$ cat src/rtl/code_lock_ctrl.sv
// Code lock controller: stores a key, checks entries against an external
// equality comparator, and enforces a timed lockout after repeated failures.
module code_lock_ctrl #(
  parameter int BITS           = 4,
  parameter int MAX_TRIES      = 3,
  parameter int LOCKOUT_CYCLES = 100000000
) (
  input  logic            clk,
  input  logic            rst,
  input  logic [BITS-1:0] sw,
  input  logic            btn_set,
  input  logic            btn_check,
  input  logic            eq,
  output logic [BITS-1:0] key_out,
  output logic [BITS-1:0] entry_out,
  output logic            unlocked,
  output logic            alarm,
  output logic [2:0]      tries_left
);

  localparam int CNT_W = $clog2(LOCKOUT_CYCLES);
  localparam logic [CNT_W-1:0] CNT_LOAD   = CNT_W'(LOCKOUT_CYCLES - 1);
  localparam logic [CNT_W-1:0] CNT_ONE    = CNT_W'(1);
  localparam logic [2:0]       TRIES_INIT = 3'(MAX_TRIES);

  typedef enum logic [1:0] {
    ST_UNLOCKED = 2'd0,
    ST_LOCKED   = 2'd1,
    ST_COMPARE  = 2'd2,
    ST_LOCKOUT  = 2'd3
  } state_t;

  state_t           state_reg, state_next;
  logic [BITS-1:0]  key_reg, key_next;
  logic [BITS-1:0]  entry_reg, entry_next;
  logic [2:0]       tries_reg, tries_next;
  logic [CNT_W-1:0] cnt_reg, cnt_next;
  logic             set_q_reg, check_q_reg;
  logic             set_press, check_press;

  // Button history resets high so a button held through reset is not a press.
  assign set_press   = btn_set & ~set_q_reg;
  assign check_press = btn_check & ~check_q_reg;

  always_ff @(posedge clk) begin
    if (rst) begin
      state_reg   <= ST_UNLOCKED;
      key_reg     <= '0;
      entry_reg   <= '0;
      tries_reg   <= TRIES_INIT;
      cnt_reg     <= '0;
      set_q_reg   <= 1'b1;
      check_q_reg <= 1'b1;
    end else begin
      state_reg   <= state_next;
      key_reg     <= key_next;
      entry_reg   <= entry_next;
      tries_reg   <= tries_next;
      cnt_reg     <= cnt_next;
      set_q_reg   <= btn_set;
      check_q_reg <= btn_check;
    end
  end

  always_comb begin
    state_next = state_reg;
    key_next   = key_reg;
    entry_next = entry_reg;
    tries_next = tries_reg;
    cnt_next   = cnt_reg;
    case (state_reg)
      ST_UNLOCKED: begin
        if (set_press) begin
          key_next   = sw;
          tries_next = TRIES_INIT;
          state_next = ST_LOCKED;
        end else if (check_press) begin
          state_next = ST_LOCKED;
        end
      end
      ST_LOCKED: begin
        if (check_press) begin
          entry_next = sw;
          state_next = ST_COMPARE;
        end
      end
      ST_COMPARE: begin
        if (eq) begin
          tries_next = TRIES_INIT;
          state_next = ST_UNLOCKED;
        end else if (tries_reg > 3'd1) begin
          tries_next = tries_reg - 3'd1;
          state_next = ST_LOCKED;
        end else begin
          tries_next = 3'd0;
          cnt_next   = CNT_LOAD;
          state_next = ST_LOCKOUT;
        end
      end
      ST_LOCKOUT: begin
        // Counter runs LOCKOUT_CYCLES-1 down to 0, one state cycle per count.
        if (cnt_reg == '0) begin
          tries_next = TRIES_INIT;
          state_next = ST_LOCKED;
        end else begin
          cnt_next = cnt_reg - CNT_ONE;
        end
      end
      default: state_next = ST_UNLOCKED;
    endcase
  end

  assign key_out    = key_reg;
  assign entry_out  = entry_reg;
  assign tries_left = tries_reg;
  assign unlocked   = (state_reg == ST_UNLOCKED);
  assign alarm      = (state_reg == ST_LOCKOUT);

endmodule

$ cat config.mk
export PLATFORM = sky130hd
export DESIGN_NAME = code_lock_ctrl
export DESIGN_NICKNAME = d
export VERILOG_FILES = /design/src/rtl/code_lock_ctrl.sv
export SDC_FILE = /design/constraint.sdc
export NUM_CORES = 1
export LEC_CHECK = 0
export CORE_ASPECT_RATIO = 0.7
export CORE_MARGIN = 2
export CORE_UTILIZATION = 61
export DETAILED_ROUTE_END_ITERATION = 12
export GPL_ROUTABILITY_DRIVEN = 0
export MAX_ROUTING_LAYER = met4
export PLACE_DENSITY = 0.88
export SLEW_MARGIN = 20
export SYNTH_ARGS = -nofsm -noshare
export SYNTH_HDL_FRONTEND = slang
export SYNTH_SLANG_ARGS = --single-unit
$ cat constraint.sdc
create_clock -name clk -period 3.3 [get_ports clk]
set_input_delay 0.33 -clock clk [delete_from_list [all_inputs] [get_ports clk]]
set_output_delay 0.33 -clock clk [all_outputs]
set_load 0.1 [all_outputs]
Word level (Yosys, flattened, before mapping)
Index checks and enable logic that the tools add are counted.

storage, ports and cells
  flip-flop bits (word level) = 42
  word-level logic and storage cells = 49
  bits of input ports = 9
  output and inout port bits = 13

cells by class
  eq/ne operators = 10
  magnitude comparators = 1
  reductions and logical operators = 9
  mux-type cells = 16
  bitwise logic cells = 4
  add/sub/neg operators = 2

operators with widths
  kind                   count
  $mux 27                3
  $pmux 27 s2            1
  $logic_not 27->1       1
  $sub 27x1->27 const B  1
  $mux 2                 6
  $mux 3                 4
  $pmux 3 s3             1
  $ne 2x2->1 const B     4
  $pmux 2 s4             1
  $reduce_and 3->1       2
  $eq 2x2->1 const B     2
  $ne 2x1->1 const B     2
  $reduce_and 2->1       2
  $reduce_and 4->1       1
  $gt 3x1->1 const B     1
  $ne 3x1->1 const B     1
  $reduce_bool 3->1      1
  $sub 3x1->3 const B    1
  $and 1x1->1            2
  $eq 2x1->1 const B     1
  $logic_not 2->1        1
  $not 1->1              2
  $reduce_bool 2->1      1

Longest topological paths before layout
Gate-level depths: netlist of run 1.

  word-level depth = 5
  depth in mapped cells = 9
  gate-level depth less buffers = 7

Worst setup path before layout of run 1
Ideal clock, no wire load.

  path type = register -> register
  start = register tries_reg[0], in the netlist tries_left[0]
  end = register cnt_reg[23]
  library setup time = 0.074 ns
  data arrival time = 2.772 ns
  data required time = 3.226 ns
  setup slack = 0.453 ns
  cell stages (with the launch flop) = 7
  cell sequence = dfxtp_1 -> ha_1 -> o21ba_2 -> o32ai_4 -> o2111ai_1 -> or4_1 -> a31oi_1

on the way
  cells in the longest elaborated chain, start to end = 3

RTL lines
  what                               RTL line  source
  start, declared                    36        logic [2:0] tries_reg, tries_next;
  start signal, assigned             58        tries_reg <= tries_next;
  $gt 3x1->1                         91        end else if (tries_reg > 3'd1) begin
  $ne 2x2->1 (no source line)        --
  $reduce_and 4->1 (no source line)  --
  end signal, assigned               59        cnt_reg <= cnt_next;
  end, declared                      37        logic [CNT_W-1:0] cnt_reg, cnt_next;

No other way between the ends.
A chain may end at the register's enable or synchronous reset.

Worst setup path in the final report of run 1
  start = register state_reg[0]
  end = register cnt_reg[25]

on the way
  cells in the longest elaborated chain, start to end = 3
  elaborated cells on any way between the ends = 8

RTL lines
  what                                                              RTL line  source
  start, declared                                                   33        state_t state_reg, state_next;
  start signal, assigned                                            55        state_reg <= state_next;
  $eq 2x2->1                                                        71        case (state_reg)
  $ne 2x2->1 (no source line) or $reduce_bool 2->1 (tied branches)  --
  $reduce_and 4->1 (no source line)                                 --

Several ways; a longest one is shown, not always the timed one.

==> results of run 1 <==
logic make-up (layout without fill, tap and decap cells):
kind of cell	after synthesis	after routing	share of synthesized area, %
adder cells (fa/ha/maj)	7	7	3.952
XOR/XNOR	3	3	1.186
flip-flops	42	42	37.94
AO/OA/AOI/OAI	68	68	21.01
AND/OR/NAND/NOR	104	104	28.40
multiplexers	8	8	3.670
buffers and inverters	22	40	3.840
cells in the mapped netlist, types with 2 or more instances:
cell type  instances
clkbuf_1          10
xor2_1             3
nand3b_1           2
a31oi_1            6
inv_1             10
nand3_1            8
a211oi_1           2
o31ai_1            8
nor3_1            12
nand2_1           13
or4_1             10
a21oi_1           22
mux2i_1            7
nor2_1            19
a311oi_1           8
or2_2              2
nand4b_4           2
o21ai_0           10
or3_1             10
nor3b_1            2
dfxtp_1           42
nor4_1             4
o2111ai_1          3
nand2b_1           9
nor2b_1            3
buf_2              2
ha_1               7
power groups by stage:
stage               Combinational [uW]  Sequential, uW  Clock [uW]
floorplan                         96.5             555           0
global placement                   151             535           0
detailed placement                 154             535           0
CTS                                154             523         406
global route                       167             525         424
finish                             156             524         403
through the flow:
stage	cell area (sq um)	setup slack [ns]	total power (uW)	util [%]
floorplan	2216	0.4533	651.1	-
global placement	2444	0.7901	686.1	70.00
detailed placement	2444	0.6833	689.1	70.00
CTS	2552	0.7993	1084	73.12
global route	2552	0.5783	1116	73.12
finish	2552	0.7824	1083	73.12
path summary, 6_finish.rpt:
path	depth (start not counted)	to	slack (ns)	startpoint
setup / recovery	7	cnt_reg[25]	0.78	state_reg[0]
hold / removal	2	entry_out[3]	0.46	entry_out[3]
setup reg to reg	7	cnt_reg[25]	0.78	state_reg[0]
hold reg to reg	2	entry_out[3]	0.46	entry_out[3]
cell type report:
cell class	count	share of cell area, %
clock buffers	5	2.696
clock inverters	3	1.569
inverters	10	1.471
multi-input cells	190	50.54
flip-flops and latches	42	32.94
well taps	50	2.451
repair buffers	22	8.333
critical path: stages (launching register included):
cell       delay [ns]
dfxtp_1          0.34
inv_1            0.09
ha_1             0.24
nand2b_1         0.22
o32ai_4          0.49
o2111ai_1        0.40
or4_1            0.49
a21oi_1          0.17
routing by layer:
metal  GRT usage (%)  wire (um)  vias to the layer above
met1           37.23       2426                      915
li1                -          -                      990
met2           39.29       2266                       43
met5               -          0                        -
met4           10.00         41                        0
met3           4.950        203                        5
==> flow_summary.ini, run 1 <==
[min_path]
min_path_type = flip-flop to flip-flop

[floorplan]
chipHeight_um = 54.43
die_w_um = 76.04
die_area_sq_mm = 0.004138
io_pins = 22
row_count = 18
initial_core_util_pct = 63.48
coreArea_sq_mm = 0.003491

[drt]
ant_nets = 0
drc = 0
wl_per_cell_um = 15.33
drtIter0Drc = 154
vias = 1953
via_per_inst = 6.065
drt_wl_total_um = 4937
dr.pass1.iters = 4

[sta]
finalHoldViolations = 0
max_slew_margin_pct = 32.03
min_period_ns = 2.518
holdWs_ns = 0.4604
setup_viol = 0
slew_violations = 0
tightestPinTransition_ns = 1.016
rsz0062_at_grt = no
setup_tns_ns = 0
fin_crit_sh_pct = 76.29
timing.fmax_mhz = 397.2
finClkSkew_ns = 0.004962

[synth]
synthTopCellsByArea = dfxtp_1 (38%), a21oi_1 (5.0%), ha_1 (4.0%), or4_1 (3.4%), nor2_1 (3.2%)
synth_area_sq_mm = 0.002216
yosysTopAreaCell = dfxtp_1
synthCells = 254
synth-seq-area-share_pct = 37.94
synth.avg_cell_area_sq_um = 8.724
synthArstFlopShare_pct = 0
synth-edff-count = 0
synth-main-ff-cell = dfxtp_1
yosysWarningCount = 0
synth-seq-cells = 42
synth.top_cell.area_share_pct = 37.94
ys_types = 45
synth.net_count = 270

[clock_tree]
cts-hold-fix-buffers = 0
clk_latency_ns = 0.30
htreeDepth = 2
root_buffer = clkbuf_8
cts_setup_buffers = 0
clk_pin_slew_ns = 0.08
clockBufferDepth = 2
cts_buffers = 5
cts_tree = done
ctsResizeCount = 0
cts_sinks = 42

[run]
maxCapViolations = 0

[power]
intPower_uw = 790.3
combPwrFrac_pct = 14.4
switching_power_uw = 292.2
clock_power_share_pct = 37.2
ir_drop_uv = 315.0
p_per_area_mw_per_mm2 = 424.1
power.leakage_uw = 0.0009391
seqPwrFrac_pct = 48.4
p_sw_share_pct = 27.00

[worst_setup_path]
worstPathArrival_ns = 2.74
cp_max_fo = 9
critical_path.endpoint_type = flip-flop
crit_type = flip-flop to flip-flop
crit_path_start_kind = flip-flop
cp.required_ns = 3.52

[cells_and_area]
syn_to_final_growth_pct = 15.19
mostFrequentLayoutCell = dfxtp_1
final_cell_mix = dfxtp_1 (42), a21oi_1 (22), nor2_1 (19), clkdlybuf4s50_1 (19), nand2_1 (13)
diodes = 0
instances_no_fill = 322
largest_reg_flops = 27
finalNetCount = 287
drive_above_1_share_pct = 8.824
multi_input_area_sq_mm = 0.001290
ff_latch_area_sq_um = 840.8
final.fill_count = 256

[global_routing]
grt_pass1_vias = 1726
grt_overflow = 0
antenna_found_initial = 0
grt_max_degree = 40
grt_pass1_wl_um = 8245
grt_use_total_pct = 26.75

[run_status]
outcome = finished, final reports clean

[placed_design]
numPortBuffers = 21
post-place-cells = 314
dpl.hpwl_um = 3429
Note: power is estimated with default switching activity, not from simulation.
==> inputs of run 2 (changes only) <==
--- a/config.mk
+++ b/config.mk
@@ -7,11 +7,11 @@
 export LEC_CHECK = 0
 export CORE_ASPECT_RATIO = 0.7
 export CORE_MARGIN = 2
-export CORE_UTILIZATION = 61
+export CORE_UTILIZATION = 51
 export DETAILED_ROUTE_END_ITERATION = 12
 export GPL_ROUTABILITY_DRIVEN = 0
 export MAX_ROUTING_LAYER = met4
-export PLACE_DENSITY = 0.88
+export PLACE_DENSITY = 0.78
 export SLEW_MARGIN = 20
 export SYNTH_ARGS = -nofsm -noshare
 export SYNTH_HDL_FRONTEND = slang
==> constraint.sdc (replaced) <==
create_clock -name clk -period 2.1 [get_ports clk]
set_input_delay 0.21 -clock clk [delete_from_list [all_inputs] [get_ports clk]]
set_output_delay 0.21 -clock clk [all_outputs]
set_load 0.1 [all_outputs]
==> run 2 against run 1 <==
Setup slack lost 0.78 ns; clock skew up 0.0078 ns; total power rose by 51%.
==> flow_summary.ini, run 2 (synthesis gave the netlist of run 1 again) <==
[cells_and_area]
largest_reg_flops = 27
mostFrequentLayoutCell = buf_4
syn_to_final_growth_pct = 39.07
final.fill_count = 320
finalNetCount = 335
drive_above_1_share_pct = 34.38
final_cell_mix = buf_4 (56), dfxtp_1 (37), a21oi_1 (19), nor2_1 (18), nand2_1 (12)
diodes = 0

[drt]
via_per_inst = 5.813
drtIter0Drc = 125
drc = 0
dr.pass1.iters = 4
vias = 2180
ant_nets = 0
wl_per_cell_um = 15.41
drt_wl_total_um = 5777

[sta]
setup_tns_ns = 0
min_period_ns = 2.098
fin_crit_sh_pct = 99.88
finClkSkew_ns = 0.01274
rsz0062_at_grt = yes
slew_violations = 0
tightestPinTransition_ns = 0.3710
timing.fmax_mhz = 476.8
finalHoldViolations = 0
setup_viol = 0
holdWs_ns = 0.4582
max_slew_margin_pct = 75.24

[worst_setup_path]
crit_path_start_kind = flip-flop
worstPathArrival_ns = 2.32
crit_type = flip-flop to flip-flop
cp_max_fo = 4
critical_path.endpoint_type = flip-flop
cp.required_ns = 2.33

[global_routing]
grt_pass1_vias = 1833
grt_use_total_pct = 23.72
antenna_found_initial = 0
grt_pass1_wl_um = 8521
grt_overflow = 0
grt_max_degree = 37

[floorplan]
row_count = 20
chipHeight_um = 59.15
io_pins = 22
die_area_sq_mm = 0.004897
initial_core_util_pct = 52.09
die_w_um = 82.79
coreArea_sq_mm = 0.004254

[power]
ir_drop_uv = 302.8
power.leakage_uw = 0.001207
power.total_uw = 1633
p_per_area_mw_per_mm2 = 529.8

[placed_design]
numPortBuffers = 21
dpl.hpwl_um = 3914

[clock_tree]
cts_sinks = 42
clk_pin_slew_ns = 0.08
clk_latency_ns = 0.30
htreeDepth = 2
clockBufferDepth = 2
cts_tree = done
cts_buffers = 5
root_buffer = clkbuf_8

[min_path]
min_path_type = flip-flop to flip-flop

[run_status]
outcome = finished, final reports clean

[run]
maxCapViolations = 0
run 2: per-layer routing:
metal | vias to the layer above | GRT usage, % | part of all wire (%)
met5 | - | - | 0
met2 | 59 | 35.71 | 47
met4 | 0 | 5.386 | 0.76
li1 | 1084 | - | -
met3 | 6 | 5.488 | 5.1
met1 | 1031 | 32.61 | 47
run 2: path summary, 6_finish.rpt:
| check | start | end | slack, ns | cells past startpoint |
|---|---|---|---|---|
| setup reg to reg | cnt_reg[1] | cnt_reg[9] | 0.002 | 5 |
| hold reg to reg | entry_out[0] | entry_out[0] | 0.46 | 2 |
| setup / recovery | cnt_reg[1] | cnt_reg[9] | 0.002 | 5 |
| hold / removal | entry_out[0] | entry_out[0] | 0.46 | 2 |
run 2: area by class of cell:
type                    instances  area, sq um  area share, %
repair buffers                 70        585.6          19.00
clock inverters                 2        10.01         0.3248
inverters                      10        40.04          1.299
multi-input cells             190         1453          47.14
clock buffers                   6        72.57          2.355
well taps                      55        68.82          2.233
flip-flops and latches         42        852.1          27.65
run 2: what timing repair did:
action	4_1_cts	5_1_grt
pin swaps	5	14
hold endpoints to repair	0	0
setup endpoints to repair	14	23
setup buffers	3	3
hold buffers	0	0
gates resized for setup	7	24
run 2: critical path, cell delays in order, from the launching register on:
cell and delay (ns):
dfxtp_2 0.34, or4_4 0.55, buf_4 0.17, or3_4 0.35, or4_4 0.49, a21oi_2 0.14
run 2: metrics by stage:
| stage | setup slack [ns] | area, sq um | instances | util, % |
|---|---|---|---|---|
| final | 0.002473 | 3082 | 375 | 72.44 |
| after CTS | -0.04119 | 2950 | 372 | 69.35 |
| after detailed placement | -0.1433 | 2815 | 361 | 66.18 |
| after floorplan | -0.08618 | 2280 | 254 | - |
| after global placement | -0.07350 | 2815 | 361 | 66.18 |
| after global routing | -0.05885 | 3082 | 375 | 72.44 |
run 2: report_power, final:
group / switching, uW / total [uW] / internal (uW)
logic: 187 / 305 / 118
registers: 9.31 / 817 / 808
clock network: 280 / 511 / 231
total: 476 / 1630 / 1160
==> inputs of run 3 (changes only) <==
--- a/config.mk
+++ b/config.mk
@@ -9,9 +9,9 @@
 export CORE_MARGIN = 2
 export CORE_UTILIZATION = 51
 export DETAILED_ROUTE_END_ITERATION = 12
-export GPL_ROUTABILITY_DRIVEN = 0
 export MAX_ROUTING_LAYER = met4
 export PLACE_DENSITY = 0.78
+export REMOVE_ABC_BUFFERS = 1
 export SLEW_MARGIN = 20
 export SYNTH_ARGS = -nofsm -noshare
 export SYNTH_HDL_FRONTEND = slang
==> run 3 against run 2 <==
The run now ends with negative setup slack left; critical path type unchanged; non-clock buffer count grew 3; via count grew 2.3%; highest routed layer unchanged; utilization shrank 0.12 points; sequential share of layout area shrank 0.24 points; clock-buffer cell count shrank 1; setup slack lost 0.036 ns; cell count grew 0.80%; global-route usage grew 1.4 points.
==> flow_summary.ini, run 3 (synthesis gave the netlist of run 1 again) <==
[run_status]
outcome = complete, but fails checks
violations = negative setup slack

[floorplan]
die_w_um = 82.79
initial_core_util_pct = 52.09
io_pins = 22
row_count = 20
coreArea_sq_mm = 0.004254
chipHeight_um = 59.15
die_area_sq_mm = 0.004897

[drt]
drt_wl_total_um = 5887
drtIter0Drc = 159
ant_nets = 0
vias = 2230
drc = 0
wl_per_cell_um = 15.57
via_per_inst = 5.899
dr.pass1.iters = 4

[min_path]
worstHoldPathCells = 2
holdPathEnd = entry_out[0]
min_path_type = flip-flop to flip-flop
hold_path.startpoint = entry_out[0]

[clock_tree]
cts_tree = done
htreeDepth = 2
clk_latency_ns = 0.30
clk_pin_slew_ns = 0.08
root_buffer = clkbuf_8
cts_sinks = 42
clockBufferDepth = 2
cts_buffers = 5

[sta]
setup_viol = 3
fin_crit_sh_pct = 101.6
max_slew_margin_pct = 74.69
finalHoldViolations = 0
tightestPinTransition_ns = 0.3793
slew_violations = 0
timing.fmax_mhz = 468.8
min_period_ns = 2.133
rsz0062_at_grt = yes
finClkSkew_ns = 0.008514
final.setup.worst_slack_ns = -0.03317
holdWs_ns = 0.4597

[worst_setup_path]
cp_max_fo = 5
crit_type = flip-flop to flip-flop
ff2ff_path_depth = 6
crit_path_start_kind = flip-flop
r2r_slack_ns = -0.03
cp.required_ns = 2.33
critical_path.endpoint_type = flip-flop
rr_startpoint = cnt_reg[14]
worstPathArrival_ns = 2.36
r2r_end = cnt_reg[19]

[run]
maxCapViolations = 0

[global_routing]
grt_max_degree = 29
grt_pass1_wl_um = 9197
antenna_found_initial = 0
grt_use_total_pct = 25.13
grt_pass1_vias = 1978
grt_overflow = 0

[power]
power.leakage_uw = 0.001251
p_per_area_mw_per_mm2 = 571.0
ir_drop_uv = 537.6
power.total_uw = 1757

[cells_and_area]
multi_input_area_sq_mm = 0.001411
largest_reg_flops = 27
diodes = 0
final_cell_mix = buf_4 (60), dfxtp_1 (40), a21oi_1 (19), nor2_1 (18), nand2_1 (13)
drive_above_1_share_pct = 32.51
mostFrequentLayoutCell = buf_4
ff_latch_area_sq_um = 843.3
final.fill_count = 304
syn_to_final_growth_pct = 38.85
finalNetCount = 338

[placed_design]
place.gp.congestion = 0.8734
numPortBuffers = 21
dpl.hpwl_um = 3953
place_ws_ns = -0.1485
-- run 3: worst max path at each step --
stage                              end  slack [ns]           from
final                      cnt_reg[19]       -0.03    cnt_reg[14]
after global routing       cnt_reg[23]       -0.08    cnt_reg[14]
after global placement      cnt_reg[3]       -0.05             eq
after floorplan            cnt_reg[23]       -0.75  tries_left[0]
after CTS                 state_reg[0]       0.006     cnt_reg[0]
after detailed placement    cnt_reg[5]       -0.15             eq
-- run 3: area by class of cell --
class / instances / share of cell area [%]
multi-input cells: 190 / 45.87
flip-flops and latches: 42 / 27.41
repair buffers: 73 / 19.64
clock buffers: 5 / 2.237
well taps: 55 / 2.237
clock inverters: 3 / 1.301
inverters: 10 / 1.301
-- run 3: stage by stage --
stage / cells / util (%) / area, sq um / setup TNS (ns)
floorplan: 242 / - / 2168 / -13.80
global placement: 362 / 65.12 / 2770 / -0.4140
detailed placement: 362 / 65.12 / 2770 / -1.113
CTS: 371 / 68.88 / 2930 / 0
global route: 378 / 72.32 / 3077 / -0.4783
finish: 378 / 72.32 / 3077 / -0.05410
-- run 3: power by group --
group	switching [uW]	total (uW)	internal (uW)	leakage, uW
registers	11.9	822	810	0.000340
clock network	292	642	350	0.0000579
logic	181	292	111	0.000852
-- run 3: worst max-delay path: stages (launching register included) --
cell and delay, ns:
dfxtp_1 0.32, or4_4 0.55, nor4_2 0.35, o2111ai_2 0.22
buf_4 0.19, or3_1 0.30, a21oi_1 0.14
-- run 3: what timing repair did --
item,4_1_cts,5_1_grt
pin swaps,4,12
buffers inserted,1,7
gates resized for setup,9,21
setup endpoints to repair,16,23
hold buffers,0,0
-- run 3: metal layers --
metal / vias to the layer above / wire (um) / part of all wire, % / global-route usage (%)
li1: 1089 / - / - / -
met1: 1072 / 2819 / 48 / 34.85
met4: 0 / 53 / 0.90 / 6.792
met2: 60 / 2684 / 46 / 37.33
met5: - / 0 / 0 / -
met3: 9 / 331 / 5.6 / 5.335
